[config.mk]
export PLATFORM = sky130hd
export DESIGN_NAME = mips_mc_control
export DESIGN_NICKNAME = d
export VERILOG_FILES = /design/src/rtl/mips_ctrl_pkg.sv /design/src/rtl/mips_mc_outdec.sv /design/src/rtl/mips_mc_control.sv
export SDC_FILE = /design/constraint.sdc
export NUM_CORES = 1
export LEC_CHECK = 0
export ABC_CLOCK_PERIOD_IN_PS = 2000
export BUFFER_PORTS_ARGS = -buffer_cell sky130_fd_sc_hd__buf_2
export CAP_MARGIN = 15
export CORE_ASPECT_RATIO = 0.7
export CORE_MARGIN = 3
export CORE_UTILIZATION = 40
export DETAILED_ROUTE_END_ITERATION = 7
export PLACE_DENSITY = 0.68
export SETUP_SLACK_MARGIN = 0.2
export SYNTH_ARGS = -nofsm -noshare
export SYNTH_HDL_FRONTEND = slang
export SYNTH_HIERARCHICAL = 1
export SYNTH_SLANG_ARGS = --single-unit
[constraint.sdc]
create_clock -name clk -period 2 [get_ports clk]
set_input_delay 0.3 -clock clk [delete_from_list [all_inputs] [get_ports clk]]
set_output_delay 0.3 -clock clk [all_outputs]
set_load 0.02 [all_outputs]
[src/rtl/mips_ctrl_pkg.sv]
// Shared encodings for the multicycle MIPS control path: opcodes, ALU op codes,
// datapath mux selects, FSM states and the bundled control word.
package mips_ctrl_pkg;

    localparam logic [5:0] OP_RTYPE = 6'b000000;
    localparam logic [5:0] OP_J     = 6'b000010;
    localparam logic [5:0] OP_BEQ   = 6'b000100;
    localparam logic [5:0] OP_ADDI  = 6'b001000;
    localparam logic [5:0] OP_LW    = 6'b100011;
    localparam logic [5:0] OP_SW    = 6'b101011;

    // Also consumed by the ALU control decoder.
    localparam logic [1:0] ALUOP_ADD   = 2'b00;
    localparam logic [1:0] ALUOP_SUB   = 2'b01;
    localparam logic [1:0] ALUOP_FUNCT = 2'b10;

    localparam logic [1:0] ALUB_REG    = 2'b00;
    localparam logic [1:0] ALUB_FOUR   = 2'b01;
    localparam logic [1:0] ALUB_IMM    = 2'b10;
    localparam logic [1:0] ALUB_IMM_SH = 2'b11;

    localparam logic [1:0] PCSRC_ALU    = 2'b00;
    localparam logic [1:0] PCSRC_ALUOUT = 2'b01;
    localparam logic [1:0] PCSRC_JUMP   = 2'b10;

    localparam logic ALUA_PC  = 1'b0;
    localparam logic ALUA_REG = 1'b1;

    typedef enum logic [3:0] {
        S_FETCH  = 4'd0,
        S_DECODE = 4'd1,
        S_MEMADR = 4'd2,
        S_MEMRD  = 4'd3,
        S_MEMWB  = 4'd4,
        S_MEMWR  = 4'd5,
        S_EXEC   = 4'd6,
        S_ALUWB  = 4'd7,
        S_BRANCH = 4'd8,
        S_JUMP   = 4'd9,
        S_ADDIEX = 4'd10,
        S_ADDIWB = 4'd11
    } state_e;

    typedef struct packed {
        logic       pc_write;
        logic       pc_write_cond;
        logic       i_or_d;
        logic       mem_read;
        logic       mem_write;
        logic       ir_write;
        logic       mem_to_reg;
        logic [1:0] pc_source;
        logic [1:0] alu_op;
        logic       alu_src_a;
        logic [1:0] alu_src_b;
        logic       reg_write;
        logic       reg_dst;
        logic       instr_done;
    } ctrl_t;

    localparam ctrl_t CTRL_IDLE = '0;

    function automatic logic is_mem_op(input logic [5:0] op);
        return (op == OP_LW) || (op == OP_SW);
    endfunction

endpackage

[src/rtl/mips_mc_outdec.sv]
// Pure state-to-control decode for the multicycle MIPS FSM; memory-completion
// qualified outputs are ANDed with mem_ready here.
module mips_mc_outdec
    import mips_ctrl_pkg::*;
(
    input  logic [3:0] state_i,
    input  logic       mem_ready_i,
    output ctrl_t      ctrl_o
);

    always_comb begin
        ctrl_o = CTRL_IDLE;
        case (state_i)
            S_FETCH: begin
                // IR and PC load only on the completing cycle so a stalled
                // fetch never bumps the PC twice.
                ctrl_o.mem_read  = 1'b1;
                ctrl_o.i_or_d    = 1'b0;
                ctrl_o.alu_src_a = ALUA_PC;
                ctrl_o.alu_src_b = ALUB_FOUR;
                ctrl_o.alu_op    = ALUOP_ADD;
                ctrl_o.pc_source = PCSRC_ALU;
                ctrl_o.ir_write  = mem_ready_i;
                ctrl_o.pc_write  = mem_ready_i;
            end
            S_DECODE: begin
                ctrl_o.alu_src_a = ALUA_PC;
                ctrl_o.alu_src_b = ALUB_IMM_SH;
                ctrl_o.alu_op    = ALUOP_ADD;
            end
            S_MEMADR: begin
                ctrl_o.alu_src_a = ALUA_REG;
                ctrl_o.alu_src_b = ALUB_IMM;
                ctrl_o.alu_op    = ALUOP_ADD;
            end
            S_MEMRD: begin
                ctrl_o.mem_read = 1'b1;
                ctrl_o.i_or_d   = 1'b1;
            end
            S_MEMWB: begin
                ctrl_o.reg_write  = 1'b1;
                ctrl_o.mem_to_reg = 1'b1;
                ctrl_o.reg_dst    = 1'b0;
                ctrl_o.instr_done = 1'b1;
            end
            S_MEMWR: begin
                ctrl_o.i_or_d     = 1'b1;
                ctrl_o.mem_write  = mem_ready_i;
                ctrl_o.instr_done = mem_ready_i;
            end
            S_EXEC: begin
                ctrl_o.alu_src_a = ALUA_REG;
                ctrl_o.alu_src_b = ALUB_REG;
                ctrl_o.alu_op    = ALUOP_FUNCT;
            end
            S_ALUWB: begin
                ctrl_o.reg_write  = 1'b1;
                ctrl_o.reg_dst    = 1'b1;
                ctrl_o.mem_to_reg = 1'b0;
                ctrl_o.instr_done = 1'b1;
            end
            S_BRANCH: begin
                ctrl_o.alu_src_a     = ALUA_REG;
                ctrl_o.alu_src_b     = ALUB_REG;
                ctrl_o.alu_op        = ALUOP_SUB;
                ctrl_o.pc_write_cond = 1'b1;
                ctrl_o.pc_source     = PCSRC_ALUOUT;
                ctrl_o.instr_done    = 1'b1;
            end
            S_JUMP: begin
                ctrl_o.pc_write   = 1'b1;
                ctrl_o.pc_source  = PCSRC_JUMP;
                ctrl_o.instr_done = 1'b1;
            end
            S_ADDIEX: begin
                ctrl_o.alu_src_a = ALUA_REG;
                ctrl_o.alu_src_b = ALUB_IMM;
                ctrl_o.alu_op    = ALUOP_ADD;
            end
            S_ADDIWB: begin
                ctrl_o.reg_write  = 1'b1;
                ctrl_o.reg_dst    = 1'b0;
                ctrl_o.mem_to_reg = 1'b0;
                ctrl_o.instr_done = 1'b1;
            end
            default: ctrl_o = CTRL_IDLE;
        endcase
    end

endmodule

[src/rtl/mips_mc_control.sv]
// Multicycle MIPS main control FSM: sequences fetch/decode/execute/memory/
// writeback and drives the datapath enables and mux selects.
module mips_mc_control
    import mips_ctrl_pkg::*;
#(
    parameter bit ENABLE_ADDI = 1'b1
) (
    input  logic       clk,
    input  logic       rst,
    input  logic [5:0] opcode,
    input  logic       mem_ready,
    output logic       pc_write,
    output logic       pc_write_cond,
    output logic       i_or_d,
    output logic       mem_read,
    output logic       mem_write,
    output logic       ir_write,
    output logic       mem_to_reg,
    output logic [1:0] pc_source,
    output logic [1:0] alu_op,
    output logic       alu_src_a,
    output logic [1:0] alu_src_b,
    output logic       reg_write,
    output logic       reg_dst,
    output logic       instr_done,
    output logic       illegal_op,
    output logic [3:0] state
);

    logic [3:0] state_q, state_d;
    logic       illegal_d;
    ctrl_t      ctrl;

    always_ff @(posedge clk or posedge rst) begin
        if (rst) state_q <= S_FETCH;
        else     state_q <= state_d;
    end

    always_comb begin
        state_d   = state_q;
        illegal_d = 1'b0;
        case (state_q)
            S_FETCH:  if (mem_ready) state_d = S_DECODE;
            S_DECODE: begin
                if (is_mem_op(opcode)) begin
                    state_d = S_MEMADR;
                end else if (opcode == OP_RTYPE) begin
                    state_d = S_EXEC;
                end else if (opcode == OP_BEQ) begin
                    state_d = S_BRANCH;
                end else if (opcode == OP_J) begin
                    state_d = S_JUMP;
                end else if (ENABLE_ADDI && opcode == OP_ADDI) begin
                    state_d = S_ADDIEX;
                end else begin
                    // Unsupported opcode: flag it and drop back to fetch with
                    // no architectural side effect.
                    illegal_d = 1'b1;
                    state_d   = S_FETCH;
                end
            end
            // IR is stable here, so the opcode can be looked at again.
            S_MEMADR: state_d = (opcode == OP_SW) ? S_MEMWR : S_MEMRD;
            S_MEMRD:  if (mem_ready) state_d = S_MEMWB;
            S_MEMWB:  state_d = S_FETCH;
            S_MEMWR:  if (mem_ready) state_d = S_FETCH;
            S_EXEC:   state_d = S_ALUWB;
            S_ALUWB:  state_d = S_FETCH;
            S_BRANCH: state_d = S_FETCH;
            S_JUMP:   state_d = S_FETCH;
            S_ADDIEX: state_d = S_ADDIWB;
            S_ADDIWB: state_d = S_FETCH;
            default:  state_d = S_FETCH;
        endcase
    end

    mips_mc_outdec u_outdec (
        .state_i     (state_q),
        .mem_ready_i (mem_ready),
        .ctrl_o      (ctrl)
    );

    // Reset masks every output combinationally so a pending store strobe
    // drops the instant rst rises, not at the next edge.
    assign pc_write      = ~rst & ctrl.pc_write;
    assign pc_write_cond = ~rst & ctrl.pc_write_cond;
    assign i_or_d        = ~rst & ctrl.i_or_d;
    assign mem_read      = ~rst & ctrl.mem_read;
    assign mem_write     = ~rst & ctrl.mem_write;
    assign ir_write      = ~rst & ctrl.ir_write;
    assign mem_to_reg    = ~rst & ctrl.mem_to_reg;
    assign pc_source     = rst ? 2'b00 : ctrl.pc_source;
    assign alu_op        = rst ? 2'b00 : ctrl.alu_op;
    assign alu_src_a     = ~rst & ctrl.alu_src_a;
    assign alu_src_b     = rst ? 2'b00 : ctrl.alu_src_b;
    assign reg_write     = ~rst & ctrl.reg_write;
    assign reg_dst       = ~rst & ctrl.reg_dst;
    assign instr_done    = ~rst & ctrl.instr_done;
    assign illegal_op    = ~rst & illegal_d;
    assign state         = rst ? 4'd0 : state_q;

endmodule

After elaboration in Yosys (flattened, before gate mapping)
Cells that the tools add are included.
Widths: inputs -> output; s select.
{"block": "op_classes", "bitwise_logic": 13, "n_reduce_logical": 9, "n_eq_ne": 19, "mux": 31}
{"op": "$mux 4", "count": 9}
{"op": "$pmux 4 s7", "count": 1}
{"op": "$pmux 5 s5", "count": 1}
{"op": "$eq 4x3->1 const B", "count": 4}
{"op": "$eq 4x4->1 const B", "count": 4}
{"op": "$and 1x1->1", "count": 12}
{"op": "$eq 6x6->1 const B", "count": 2}
{"op": "$mux 1", "count": 12}
{"op": "$eq 4x2->1 const B", "count": 2}
{"op": "$pmux 2 s2", "count": 2}
{"op": "$reduce_or 2->1", "count": 4}
{"op": "$eq 6x2->1 const B", "count": 1}
{"op": "$eq 6x3->1 const B", "count": 1}
{"op": "$eq 6x4->1 const B", "count": 1}
{"op": "$logic_not 6->1", "count": 1}
{"op": "$mux 2", "count": 3}
{"op": "$ne 2x2->1 const B", "count": 3}
{"op": "$reduce_or 5->1", "count": 1}
{"op": "$eq 4x1->1 const B", "count": 1}
{"op": "$logic_not 4->1", "count": 1}
{"op": "$pmux 1 s2", "count": 2}
{"op": "$mux 3", "count": 1}
{"op": "$reduce_and 3->1", "count": 1}
{"op": "$logic_or 1x1->1", "count": 1}
{"op": "$not 1->1", "count": 1}
{"block": "totals", "elab_cells": 73, "regBits": 4, "inputBits": 9, "out_inout_bits": 22}

Depth between registers and ports, before layout
{"block": "depth", "ltp_word": 8, "mapped_depth": 5, "mapped_depth_nobuf": 4}

Cells and area by module
Netlist, hierarchy kept.
{"module": "mips_mc_control", "n_inst": 1, "seq_area_each_um2": 100.1, "area_each_um2": 529.3, "cells_each": 73}
{"module": "mips_mc_outdec", "n_inst": 1, "seq_area_each_um2": 0.0, "area_each_um2": 245.2, "cells_each": 37}

Worst setup path after synthesis
Ideal clock, no wire load.
{"block": "synth_timing", "path_type": "register to output", "start": "register state_q[2]", "end": "output pc_write_cond", "path_stages_with_launch": 6, "path_slack_ns": 0.354, "required_ns": 1.700, "arrival_ns": 1.346, "path_buffers": 2, "path_cell_list": "dfrtp_1 -> buf_2 -> nand2b_4 -> nor3_1 -> buf_4 -> nor2b_1"}
{"element": "start: declaration", "line": "mips_mc_control.sv:30", "source": "logic [3:0] state_q, state_d;"}
{"element": "start signal: assignment", "line": "mips_mc_control.sv:36", "source": "else state_q <= state_d;"}
{"element": "end: declaration", "line": "mips_mc_control.sv:13", "source": "output logic pc_write_cond,"}

Worst setup path after layout
{"block": "layout_timing", "start": "register state_q[1]", "end": "register state_q[0]"}
{"block": "layout_between", "elab_chain_len": 3, "elab_cells_between_ends": 12, "classes_between": "eq/ne: 9; mux: 1; reduce/logical: 2"}
{"element": "$eq 4x3->1, or another cell as far along", "line": "mips_mc_control.sv:42", "source": "case (state_q)"}
{"element": "$ne 2x2->1 (no source line)"}
{"element": "$reduce_and 3->1 (no source line)"}
Several ways; a longest one is shown, not always the timed one.
A chain may end at the register's enable or synchronous reset.

==> results.md <==
- Register area: 105 um^2
- Largest Register: state_q
- Count leader, synth: nor2b_1
- Outcome: completed
- Initial antenna violation count: 0
- Async set-reset flop share out of synthesis: 100%
- Die area: 2510 um^2
- First-pass GRT wire length: 3.62 mm
- Max H-tree Level: 1
- Max_slew headroom: 75.9%
- Starting Density: 45.6%
- Worst Setup End Kind: flip-flop
- Fin. Hold Viols: 0
- Synthesized netlist cell count: 110
- Area of the multi-input gates: 633 um^2
- Arrival time of the worst setup path: 1900 ps
- Top Registers: state_q x4
- Synth top cells by count: 25 x nor2b_1, 12 x nor2_1, 9 x nor3_1
- Critical Path Source Type: flip-flop
- DR pass1 iterations: 4
- Post-Route Skew: 0.709 ps
- Crit path capture: state_q[0]$_DFFE_PP0P_
- Synth warnings: 6
- GRT Resource Usage Total: 18.5%
- Minimum clock period: 1790 ps
- RSZ-0062 raised after global routing: true
- Period utilisation layout: 89.5%
- Reg-to-reg slack, setup: 210 ps
- Ports: 31
- Row count: 12
- Post-synthesis register bit count: 4
- Synth area leaders: nor2b_1 20%, dfrtp_1 13%, nor3_1 5.8%
- Antenna cells: 0
- P&R area growth vs syn: 42.5%
- Vias in the first global route: 797
- Largest net degree at the start of global routing: 23
- Reg-to-reg critical path endpoint: state_q[0]$_DFFE_PP0P_
- Setup TNS: 0 ps
- Synth cell types: 37
- Largest register FFs: 4
- Slew Limit Fails: 0
- Clock Sinks: 4
- Total routed wirelength: 2.22 mm
- GR Overflow Total: 0
- Hpwl dp: 1.60 mm
- CTS tree: built
- ANT nets after route: 0
- # setup viols final: 0
- Share of cells above drive strength 1: 43.9%
- Hold_ws: 136 ps
- Clk_lat worst skew: 230 ps
- Crit path from: state_q[1]$_DFFE_PP0P_
- Critical Path RT: 2110 ps
- Clk slew on worst S/H paths: 40 ps
- Die Wd: 58.6 um
- Syn avg cell area: 7.04 um^2
- Sequential element share of the synthesized area: 12.9%
- Main flop type after synthesis: dfrtp_1
- Worst Hold Class: input pin to async pin
- Syn_nets: 119
- Maxcap violations: 0
- Peak supply drop: 0.581 mV
- DRC: 0
- Slew @ Worst Pin: 358 ps
- Post-synth EDFFs: 0
- Port bufs: 30
- Worst r2r src: state_q[1]$_DFFE_PP0P_
- Area leader, netlist: nor2b_1
- GPL Wtd Cong: 0.839
- R2R depth: 7
- Critical path peak fanout: 6
- Synth top area share: 20.2%
- Die height: 42.8 um
- Core area: 1700 um^2
- PD cells: 1080 nW/um^2
- Nets: 159
- CTS root buf: clkbuf_4
- Crit path kind: flip-flop to flip-flop
- Number of CTS-inserted buffers: 3
- Drt initial violations: 50
- Synth Cell Area: 774 um^2
- Max clock buf depth: 2
- DR WL/cell: 13.1 um
- Avg Vias per Cell: 5.48
- Fillcell total: 167
- Vias: 926
- Fmax: 559 MHz
- P_leak: 0.505 nW
[logic make-up after synthesis]
kind of cell / synth area share (%)
xor gates and xnor gates: 2.26
AOI/OAI and AO/OA: 24.2
DFF: 12.9
and+or+nand+nor: 52.7
buffers and inverters: 7.92
[worst min-delay path by stage]
stage                             end  depth (start not counted)  slack (ps)  from
6_report       state_q[3]$_DFFE_PP0P_                          2         140   rst
4_1_cts        state_q[2]$_DFFE_PP0P_                          2         130   rst
2_1_floorplan  state_q[0]$_DFFE_PP0P_                          1          70   rst
5_1_grt        state_q[0]$_DFFE_PP0P_                          2         180   rst
3_3_place_gp   state_q[1]$_DFFE_PP0P_                          2         370   rst
3_5_place_dp   state_q[0]$_DFFE_PP0P_                          2         370   rst
[power breakdown]
group          internal, mW  switching (mW)
clock network        0.0670          0.0316
registers             0.111          0.0479
logic                 0.454           0.480
[critical path, cell delays in order (launching register included)]
cell and delay (ps):
dfrtp_2 420, clkbuf_2 190, buf_4 130, buf_4 130
and4bb_1 180, a221oi_1 270, o22ai_1 140, a31o_1 210
[final cells by class]
cell class | instances | area share [%]
multi-input cells | 94 | 57.4
inverters | 2 | 0.680
flip-flops and latches | 4 | 9.52
well taps | 21 | 2.38
clock buffers | 3 | 2.04
repair buffers | 45 | 28.0
[timing repair]
item                                    4_1_cts  5_1_grt
hold buffers                                  0        0
pin swaps                                     0        2
endpoints found under the setup margin        8       10
gates resized for setup                       6       13
setup buffers                                 6        3
endpoints found under the hold margin         0        0
[per-stage QoR]
step	cell area [um^2]	instances	setup WS [ps]	power [mW]	utilization [%]
after floorplan	774	110	354	0.718	-
after global placement	942	157	340	0.885	55.5
after detailed placement	942	157	273	0.910	55.5
after CTS	1050	166	184	1.11	61.7
after global routing	1100	169	115	1.29	65.0
final	1100	169	210	1.19	65.0
[layout by cell type (no fill, tap or decap), types with 2 or more instances in the layout]
| master | instances |
|---|---|
| a21o_1 | 2 |
| a21oi_1 | 3 |
| nor3_1 | 8 |
| clkbuf_4 | 3 |
| o21ai_0 | 5 |
| nand2b_4 | 2 |
| nor2b_2 | 3 |
| and3_1 | 2 |
| nand3_1 | 2 |
| nand2_1 | 3 |
| dfrtp_2 | 4 |
| buf_4 | 19 |
| buf_2 | 22 |
| nor2_1 | 11 |
| o32ai_1 | 2 |
| inv_1 | 2 |
| nor3_2 | 2 |
| nor3b_1 | 2 |
| nand2b_1 | 5 |
| nor2b_1 | 22 |
| buf_12 | 2 |
[per-layer routing]
layer	GRT usage (%)	vias to the layer above	part of all wire [%]
li1	-	466	-
met1	27.3	419	46
met2	25.8	39	45
met3	4.56	2	8.5
met4	5.43	0	0.81
met5	0	-	0
No activity file was read; power rests on OpenSTA's default activity.
